### config.mk
export PLATFORM = sky130hd
export DESIGN_NAME = uart_rx
export DESIGN_NICKNAME = d
export VERILOG_FILES = /design/src/rtl/uart_rx.sv
export SDC_FILE = /design/constraint.sdc
export NUM_CORES = 1
export LEC_CHECK = 0
export CORE_ASPECT_RATIO = 0.8
export CORE_MARGIN = 3
export CORE_UTILIZATION = 49
export CTS_BUF_LIST = sky130_fd_sc_hd__clkbuf_4 sky130_fd_sc_hd__clkbuf_8 sky130_fd_sc_hd__clkbuf_16
export CTS_CLUSTER_DIAMETER = 50
export DETAILED_ROUTE_END_ITERATION = 7
export MAX_ROUTING_LAYER = met4
export PLACE_DENSITY = 0.82
export SYNTH_ARGS = -nofsm -noshare
export SYNTH_HDL_FRONTEND = slang
export SYNTH_SLANG_ARGS = --single-unit
export TNS_END_PERCENT = 50
### constraint.sdc
create_clock -name clk -period 1.6 [get_ports clk]
set_input_delay 0.16 -clock clk [delete_from_list [all_inputs] [get_ports clk]]
set_output_delay 0.16 -clock clk [all_outputs]
set_load 0.02 [all_outputs]
### src/rtl/uart_rx.sv
// 8-N-1 UART receiver: two-flop synchroniser, centre-sampling FSM,
// one-byte holding register with sticky framing and overrun flags.
module uart_rx #(
    parameter int FREQ_MHZ = 12,
    parameter int BAUDS    = 115200
) (
    input  logic       clk,
    input  logic       reset_i,
    input  logic       rx_i,
    input  logic       rd_i,
    output logic [7:0] data_o,
    output logic       valid_o,
    output logic       frame_err_o,
    output logic       overrun_o
);

    localparam int DIV = FREQ_MHZ * 1000000 / BAUDS;
    localparam int CW  = $clog2(DIV);
    localparam logic [CW-1:0] HALF_M1 = CW'(DIV / 2 - 1);
    localparam logic [CW-1:0] FULL_M1 = CW'(DIV - 1);

    typedef enum logic [1:0] {
        IDLE,
        START,
        DATA,
        STOP
    } state_t;

    state_t        r_state;
    logic          r_sync1;
    logic          r_rx_s;
    logic          r_prime;
    logic          r_high_seen;
    logic [CW-1:0] r_cnt;
    logic [2:0]    r_bit_idx;
    logic [7:0]    r_shreg;
    logic [7:0]    r_data;
    logic          r_valid;
    logic          r_ferr;
    logic          r_ovr;

    logic w_half;
    logic w_full;

    assign w_half = (r_cnt == HALF_M1);
    assign w_full = (r_cnt == FULL_M1);

    always_ff @(posedge clk) begin
        if (!reset_i) begin
            r_state     <= IDLE;
            r_sync1     <= 1'b1;
            r_rx_s      <= 1'b1;
            r_prime     <= 1'b0;
            r_high_seen <= 1'b0;
            r_cnt       <= '0;
            r_bit_idx   <= 3'd0;
            r_shreg     <= 8'h00;
            r_data      <= 8'h00;
            r_valid     <= 1'b0;
            r_ferr      <= 1'b0;
            r_ovr       <= 1'b0;
        end else begin
            r_sync1 <= rx_i;
            r_rx_s  <= r_sync1;
            r_prime <= 1'b1;
            if (rd_i) begin
                r_valid <= 1'b0;
                r_ferr  <= 1'b0;
                r_ovr   <= 1'b0;
            end
            unique case (r_state)
                IDLE: begin
                    r_cnt <= '0;
                    // The preset synchroniser value is not trusted as a real idle level
                    if (r_prime && r_sync1 && r_rx_s) begin
                        r_high_seen <= 1'b1;
                    end else if (r_high_seen && !r_rx_s) begin
                        r_state <= START;
                    end
                end
                START: begin
                    if (w_half) begin
                        r_cnt <= '0;
                        if (r_rx_s) begin
                            r_state <= IDLE;
                        end else begin
                            r_state   <= DATA;
                            r_bit_idx <= 3'd0;
                        end
                    end else begin
                        r_cnt <= r_cnt + CW'(1);
                    end
                end
                DATA: begin
                    if (w_full) begin
                        r_cnt   <= '0;
                        r_shreg <= {r_rx_s, r_shreg[7:1]};
                        if (r_bit_idx == 3'd7) begin
                            r_state <= STOP;
                        end else begin
                            r_bit_idx <= r_bit_idx + 3'd1;
                        end
                    end else begin
                        r_cnt <= r_cnt + CW'(1);
                    end
                end
                STOP: begin
                    if (w_full) begin
                        r_cnt       <= '0;
                        r_state     <= IDLE;
                        r_data      <= r_shreg;
                        r_valid     <= 1'b1;
                        r_high_seen <= r_rx_s;
                        // A read in the commit cycle only drops the old byte's flags
                        if (rd_i) begin
                            r_ferr <= ~r_rx_s;
                            r_ovr  <= 1'b0;
                        end else begin
                            r_ferr <= r_ferr | ~r_rx_s;
                            r_ovr  <= r_ovr | r_valid;
                        end
                    end else begin
                        r_cnt <= r_cnt + CW'(1);
                    end
                end
                default: r_state <= IDLE;
            endcase
        end
    end

    assign data_o      = r_data;
    assign valid_o     = r_valid;
    assign frame_err_o = r_ferr;
    assign overrun_o   = r_ovr;

endmodule

==> results of run 1 <==
cells in the mapped netlist (2+ instances only):
library cell / n / area (um^2)
nor2_1: 13 / 48.8
or3_1: 2 / 12.5
nand4b_1: 2 / 17.5
mux2i_1: 8 / 80.1
o21a_1: 3 / 22.5
ha_1: 3 / 37.5
buf_4: 2 / 15.0
nor3_1: 3 / 15.0
nand3_1: 11 / 55.1
o21ai_0: 11 / 55.1
nand2_1: 11 / 41.3
clkbuf_1: 3 / 11.3
nor2b_1: 10 / 62.6
xor2_1: 2 / 17.5
a21oi_1: 2 / 10.0
xnor2_1: 2 / 17.5
a22o_1: 2 / 17.5
dfxtp_1: 35 / 701
nand2b_1: 2 / 12.5
and3_1: 2 / 12.5
inv_1: 2 / 7.51
kinds of logic after synthesis:
group	Yosys count	share of synthesized area [%]
AND/OR/NAND/NOR	61	22.7
multiplexers	9	6.77
flip-flops	35	49.9
buffers and inverters	10	3.83
XOR/XNOR	4	2.49
AO/OA/AOI/OAI	23	11.7
adder cells (fa/ha/maj)	3	2.67
where the power goes:
group | leakage (nW) | switching (W) | total (W) | internal, W
clock network | 0.0361 | 0.000276 | 0.000481 | 0.000205
logic | 0.284 | 0.0000195 | 0.0000413 | 0.0000218
registers | 0.285 | 0.00000557 | 0.000881 | 0.000876
total | 0.605 | 0.000301 | 0.00140 | 0.00110
worst max-delay path by stage:
| stage | startpoint | end | cells after the start | slack (ps) |
|---|---|---|---|---|
| finish | r_bit_idx[0] | r_bit_idx[0] | 6 | 30 |
| global route | r_cnt[1] | r_bit_idx[0] | 5 | -30 |
| CTS | r_cnt[0] | r_shreg[3] | 6 | 10 |
| detailed placement | r_bit_idx[0] | r_bit_idx[0] | 6 | -30 |
| global placement | r_bit_idx[0] | r_bit_idx[0] | 6 | 20 |
| floorplan | r_cnt[4] | r_bit_idx[0] | 4 | 20 |
flip-flops by register name (all words and copies together), names as in the netlist, named ones only:
signal       count
r_prime          1
r_high_seen      1
r_rx_s           1
r_bit_idx        3
r_cnt            7
r_state          1
overrun_o        1
r_shreg          8
r_sync1          1
data_o           8
valid_o          1
frame_err_o      1
layout make-up:
cell class              instances  area (um^2)  share of cell area (%)
flip-flops and latches         35          707                    40.4
multi-input cells             100          676                    38.6
repair buffers                 28          258                    14.7
clock buffers                   7         52.6                    3.00
well taps                      36         45.0                    2.57
inverters                       2         7.51                   0.429
clock inverters                 1         5.00                   0.286
metrics by stage:
step                      utilization, %  std cells  power (W)
after floorplan                        -        145   0.000929
after global placement              63.8        199   0.000942
after detailed placement            63.8        199   0.000944
after CTS                           66.3        207    0.00141
after global routing                67.8        209    0.00145
final                               67.8        209    0.00140
layer usage:
metal | track usage [%] | up-vias | part of all wire, %
met5 | - | - | 0
met4 | 6.55 | 0 | 0.83
met3 | 5.22 | 4 | 4.2
met2 | 29.3 | 25 | 51
met1 | 18.6 | 492 | 44
li1 | - | 557 | -
worst register-to-register path: cells and delay by family (launching register included):
kind / cells / cell delay [ps]
simple gates: 2 / 350
flops: 1 / 350
fa+ha+maj: 2 / 400
mux: 1 / 260
compound gates: 1 / 100
repair_timing:
| action | CTS | global route |
|---|---|---|
| resized for setup | 2 | 7 |
| pin swaps | 0 | 6 |
| setup endpoints to repair | 3 | 17 |
| buffers inserted | 0 | 2 |
==> impl_metrics.env, run 1 <==
export IMPL_path_class="flop to flop"
export IMPL_power_density_nw_per_um2=802
export IMPL_hp_class="input pin to flop"
export IMPL_nets=179
export IMPL_min_from="rx_i"
export IMPL_irDropWorstVdd_mv=0.521
export IMPL_max_stage_delay_ps=350
export IMPL_drc=0
export IMPL_place_hpwl_um=1980
export IMPL_synth_seq_area_share_pct=49.9
export IMPL_ys_ff_latch=35
export IMPL_relSlewSlack_pct=81.0
export IMPL_final_cell_area_um2=1750
export IMPL_overflow=0
export IMPL_netlist_instances=145
export IMPL_clk_path_buf_depth=2
export IMPL_rrSetupSlack_ps=30
export IMPL_ios=15
export IMPL_grt_pass1_wl_um=4330
export IMPL_insertion_delay_ps=330
export IMPL_crit_fanout=3
export IMPL_hold_path_depth=2
export IMPL_route_detailed_wl_per_inst_um=13.3
export IMPL_core_um2=2580
export IMPL_initialDrtViolationCount=23
export IMPL_path_buf_inv=0
export IMPL_die_w_um=65.9
export IMPL_rsz0062_at_grt="yes"
export IMPL_viasPerCell=5.16
export IMPL_grt_max_degree=31
export IMPL_worstPathCellList="ha_1 -> ha_1 -> nor2_1 -> nor4b_2 -> o2bb2ai_2 -> mux2_4"
export IMPL_synthesis_nets=152
export IMPL_yosysWarnings=0
export IMPL_dp_slack_ps=-26.9
export IMPL_cts_buffers=5
export IMPL_hold_viol=0
export IMPL_period_needed_ps=1570
export IMPL_clk_pin_slew_worst_paths_ps=100
export IMPL_ys_async_sr_fraction_pct=0
export IMPL_num_rows=16
export IMPL_crit_required_ps=1820
export IMPL_synth_top_flop_cell="dfxtp_1"
export IMPL_r2r_start="r_bit_idx[0]"
export IMPL_whs_endpoint="r_sync1"
export IMPL_synth_area_um2=1410
export IMPL_die_area_um2=3550
export IMPL_path_common_cell="ha_1"
export IMPL_crit_path_end_kind="flop"
export IMPL_die_h_um=53.9
export IMPL_worst_pin_slew_ps=282
export IMPL_reg2reg_depth=6
export IMPL_layout_setup_ws_ps=32.5
export IMPL_cap_viol_max_count=0
export IMPL_nFillCells=192
export IMPL_status="finished clean"
export IMPL_wl_um=2780
export IMPL_htree_levels=2
export IMPL_hold_buffers=0
export IMPL_leakagePower_nw=0.605
export IMPL_worstPathArrival_ps=1790
export IMPL_timing_final_crit_share_pct=98.0
export IMPL_layout_commonest_cell="dfxtp_1"
export IMPL_antenna_found_initial=0
export IMPL_first_pass_iters=4
export IMPL_grt_pass1_vias=1000
export IMPL_vias=1078
export IMPL_grt_usage_pct=17.0
export IMPL_cpMaxStageDelayCell="dfxtp_1"
export IMPL_layout_drive_gt1_share_pct=19.7
export IMPL_syn2layout_area_growth_pct=24.6
export IMPL_synth_cell_types=35
export IMPL_cts_root_buf="clkbuf_4"
export IMPL_cp_start_kind="flop"
export IMPL_dpl_cell_area_um2=1650
export IMPL_start_util_pct=54.4
export IMPL_final_cell_mix="dfxtp_1, clkdlybuf4s50_1, buf_4"
export IMPL_synth_edf_count=0
export IMPL_r2r_end="r_bit_idx[0]"
export IMPL_syn_avg_cell_area_um2=9.69
export IMPL_cts_tree="done"
export IMPL_slew_violations=0
export IMPL_setup_violations=0
export IMPL_setup_tns_final_ps=0
export IMPL_crit_family="adder cells"
export IMPL_postRouteAntennaNets=0
export IMPL_hold_slack_ps=401
export IMPL_numPortBuffers=14
export IMPL_antennaDiodeCount=0
export IMPL_fmax_mhz=638
export IMPL_cts_sinks=35
export IMPL_place_congestion=0.895
export IMPL_finalClockSkew_ps=14.7
Power figures use the tool's default switching activity.
==> run 2, diff against run 1 <==
==> constraint.sdc (replaced) <==
create_clock -name clk -period 1.6 [get_ports clk]
set_input_delay 0.16 -clock clk [delete_from_list [all_inputs] [get_ports clk]]
set_output_delay 0.16 -clock clk [all_outputs]
set_load 0.005 [all_outputs]
==> results of run 2 <==
Same layout as run 1: the final DEF is identical, and so are final timing and power.
==> run 3, diff against run 2 <==
Settings changed: PLACE_DENSITY 0.82 to 0.73.
==> impl_metrics.env, run 3 (same netlist as run 1, synthesis figures left out) <==
export IMPL_intPower_w=0.00110
export IMPL_postRouteAntennaNets=0
export IMPL_power_density_nw_per_um2=802
export IMPL_irDropWorstVdd_mv=0.637
export IMPL_nets=179
export IMPL_syn2layout_area_growth_pct=24.2
export IMPL_insertion_delay_ps=320
export IMPL_crit_path_end_kind="flop"
export IMPL_die_area_um2=3550
export IMPL_first_pass_iters=4
export IMPL_path_class="flop to flop"
export IMPL_layout_drive_gt1_share_pct=18.6
export IMPL_setup_violations=0
export IMPL_cap_viol_max_count=0
export IMPL_core_um2=2580
export IMPL_leakagePower_nw=0.609
export IMPL_min_from="rx_i"
export IMPL_cts_sinks=35
export IMPL_grt_pass1_wl_um=4470
export IMPL_layout_setup_ws_ps=23.3
export IMPL_p_comb_share_pct=3.2
export IMPL_p_seq_share_pct=62.9
export IMPL_final_cell_mix="dfxtp_1, clkdlybuf4s50_1, buf_4"
export IMPL_initialDrtViolationCount=51
export IMPL_cts_tree="done"
export IMPL_place_hpwl_um=1910
export IMPL_r2r_start="r_cnt[4]"
export IMPL_hold_path_depth=2
export IMPL_wl_um=2720
export IMPL_worst_pin_slew_ps=298
export IMPL_crit_required_ps=1820
export IMPL_slew_violations=0
export IMPL_grt_pass1_vias=1014
export IMPL_vias=1099
export IMPL_status="finished clean"
export IMPL_hp_class="input pin to flop"
export IMPL_route_detailed_wl_per_inst_um=13.1
export IMPL_start_util_pct=54.4
export IMPL_die_w_um=65.9
export IMPL_dp_slack_ps=-44.5
export IMPL_die_h_um=53.9
export IMPL_reg2reg_depth=4
export IMPL_layout_commonest_cell="dfxtp_1"
export IMPL_fmax_mhz=634
export IMPL_htree_levels=2
export IMPL_rsz0062_at_grt="yes"
export IMPL_whs_endpoint="r_sync1"
export IMPL_cts_buffers=5
export IMPL_clk_path_buf_depth=2
export IMPL_finalClockSkew_ps=5.58
export IMPL_rrSetupSlack_ps=20
export IMPL_cp_start_kind="flop"
export IMPL_grt_max_degree=32
export IMPL_hold_viol=0
export IMPL_place_congestion=0.900
export IMPL_num_rows=16
export IMPL_hold_buffers=0
export IMPL_clk_pin_slew_worst_paths_ps=90
export IMPL_grt_usage_pct=17.4
export IMPL_setup_tns_final_ps=0
export IMPL_sw_frac_of_total_pct=21.2
export IMPL_power_switching_w=0.000297
export IMPL_worstPathArrival_ps=1800
export IMPL_antenna_found_initial=0
export IMPL_relSlewSlack_pct=80.0
export IMPL_period_needed_ps=1580
export IMPL_clockPowerShare_pct=33.9
export IMPL_timing_final_crit_share_pct=98.5
export IMPL_numPortBuffers=14
export IMPL_antennaDiodeCount=0
export IMPL_ios=15
export IMPL_overflow=0
export IMPL_drc=0
export IMPL_cts_root_buf="clkbuf_4"
export IMPL_crit_fanout=4
export IMPL_r2r_end="r_bit_idx[0]"
export IMPL_viasPerCell=5.28
-- run 3: critical path: stages (launching register included) --
cell	delay (ps)
dfxtp_2	390
or3b_4	410
o31a_1	270
o2bb2ai_2	140
mux2_4	250
-- run 3: per-stage QoR --
stage	utilization, %	hold slack, ps	power (W)	area, um^2	cells
4_1_cts	66.0	385	0.00141	1710	207
3_3_place_gp	63.6	428	0.000944	1640	200
5_1_grt	67.6	386	0.00147	1750	208
2_1_floorplan	-	188	0.000929	1410	145
6_report	67.6	397	0.00140	1750	208
3_5_place_dp	63.6	433	0.000945	1640	200
-- run 3: worst max path at each step --
stage | to | from | slack, ps
5_1_grt | r_bit_idx[0] | r_bit_idx[0] | -40
3_5_place_dp | r_bit_idx[0] | r_bit_idx[0] | -40
6_report | r_bit_idx[0] | r_cnt[4] | 20
4_1_cts | r_bit_idx[0] | r_cnt[0] | 7
3_3_place_gp | r_bit_idx[0] | r_bit_idx[0] | 20
2_1_floorplan | r_bit_idx[0] | r_cnt[4] | 20
-- run 3: what timing repair did --
action	CTS	global route
endpoints found under the setup margin	3	19
gates resized for setup	2	8
endpoints found under the hold margin	0	0
setup buffers	0	1
pin swaps	0	1
-- run 3: power groups by stage --
stage	sequential [W]	combinational (W)	clock (W)
after floorplan	0.000901	0.0000277	0
after detailed placement	0.000902	0.0000430	0
after global placement	0.000901	0.0000422	0
after CTS	0.000882	0.0000432	0.000486
after global routing	0.000882	0.0000477	0.000536
final	0.000880	0.0000443	0.000475
-- run 3: metal layers --
| layer | vias to the layer above | track usage, % | wire length (um) |
|---|---|---|---|
| met5 | - | - | 0 |
| met4 | 0 | 6.21 | 0 |
| met3 | 0 | 5.01 | 105 |
| met2 | 24 | 27.1 | 1300 |
| met1 | 519 | 21.8 | 1310 |
| li1 | 556 | - | - |
-- run 3: area by class of cell --
cell class / count / area, um^2
Clock buffer: 6 / 51.3
Multi-Input combinational cell: 100 / 681
Fill cell: 199 / 837
Timing Repair Buffer: 28 / 249
Tap cell: 36 / 45.0
Clock inverter: 1 / 5.00
Sequential cell: 35 / 707
Inverter: 2 / 7.51
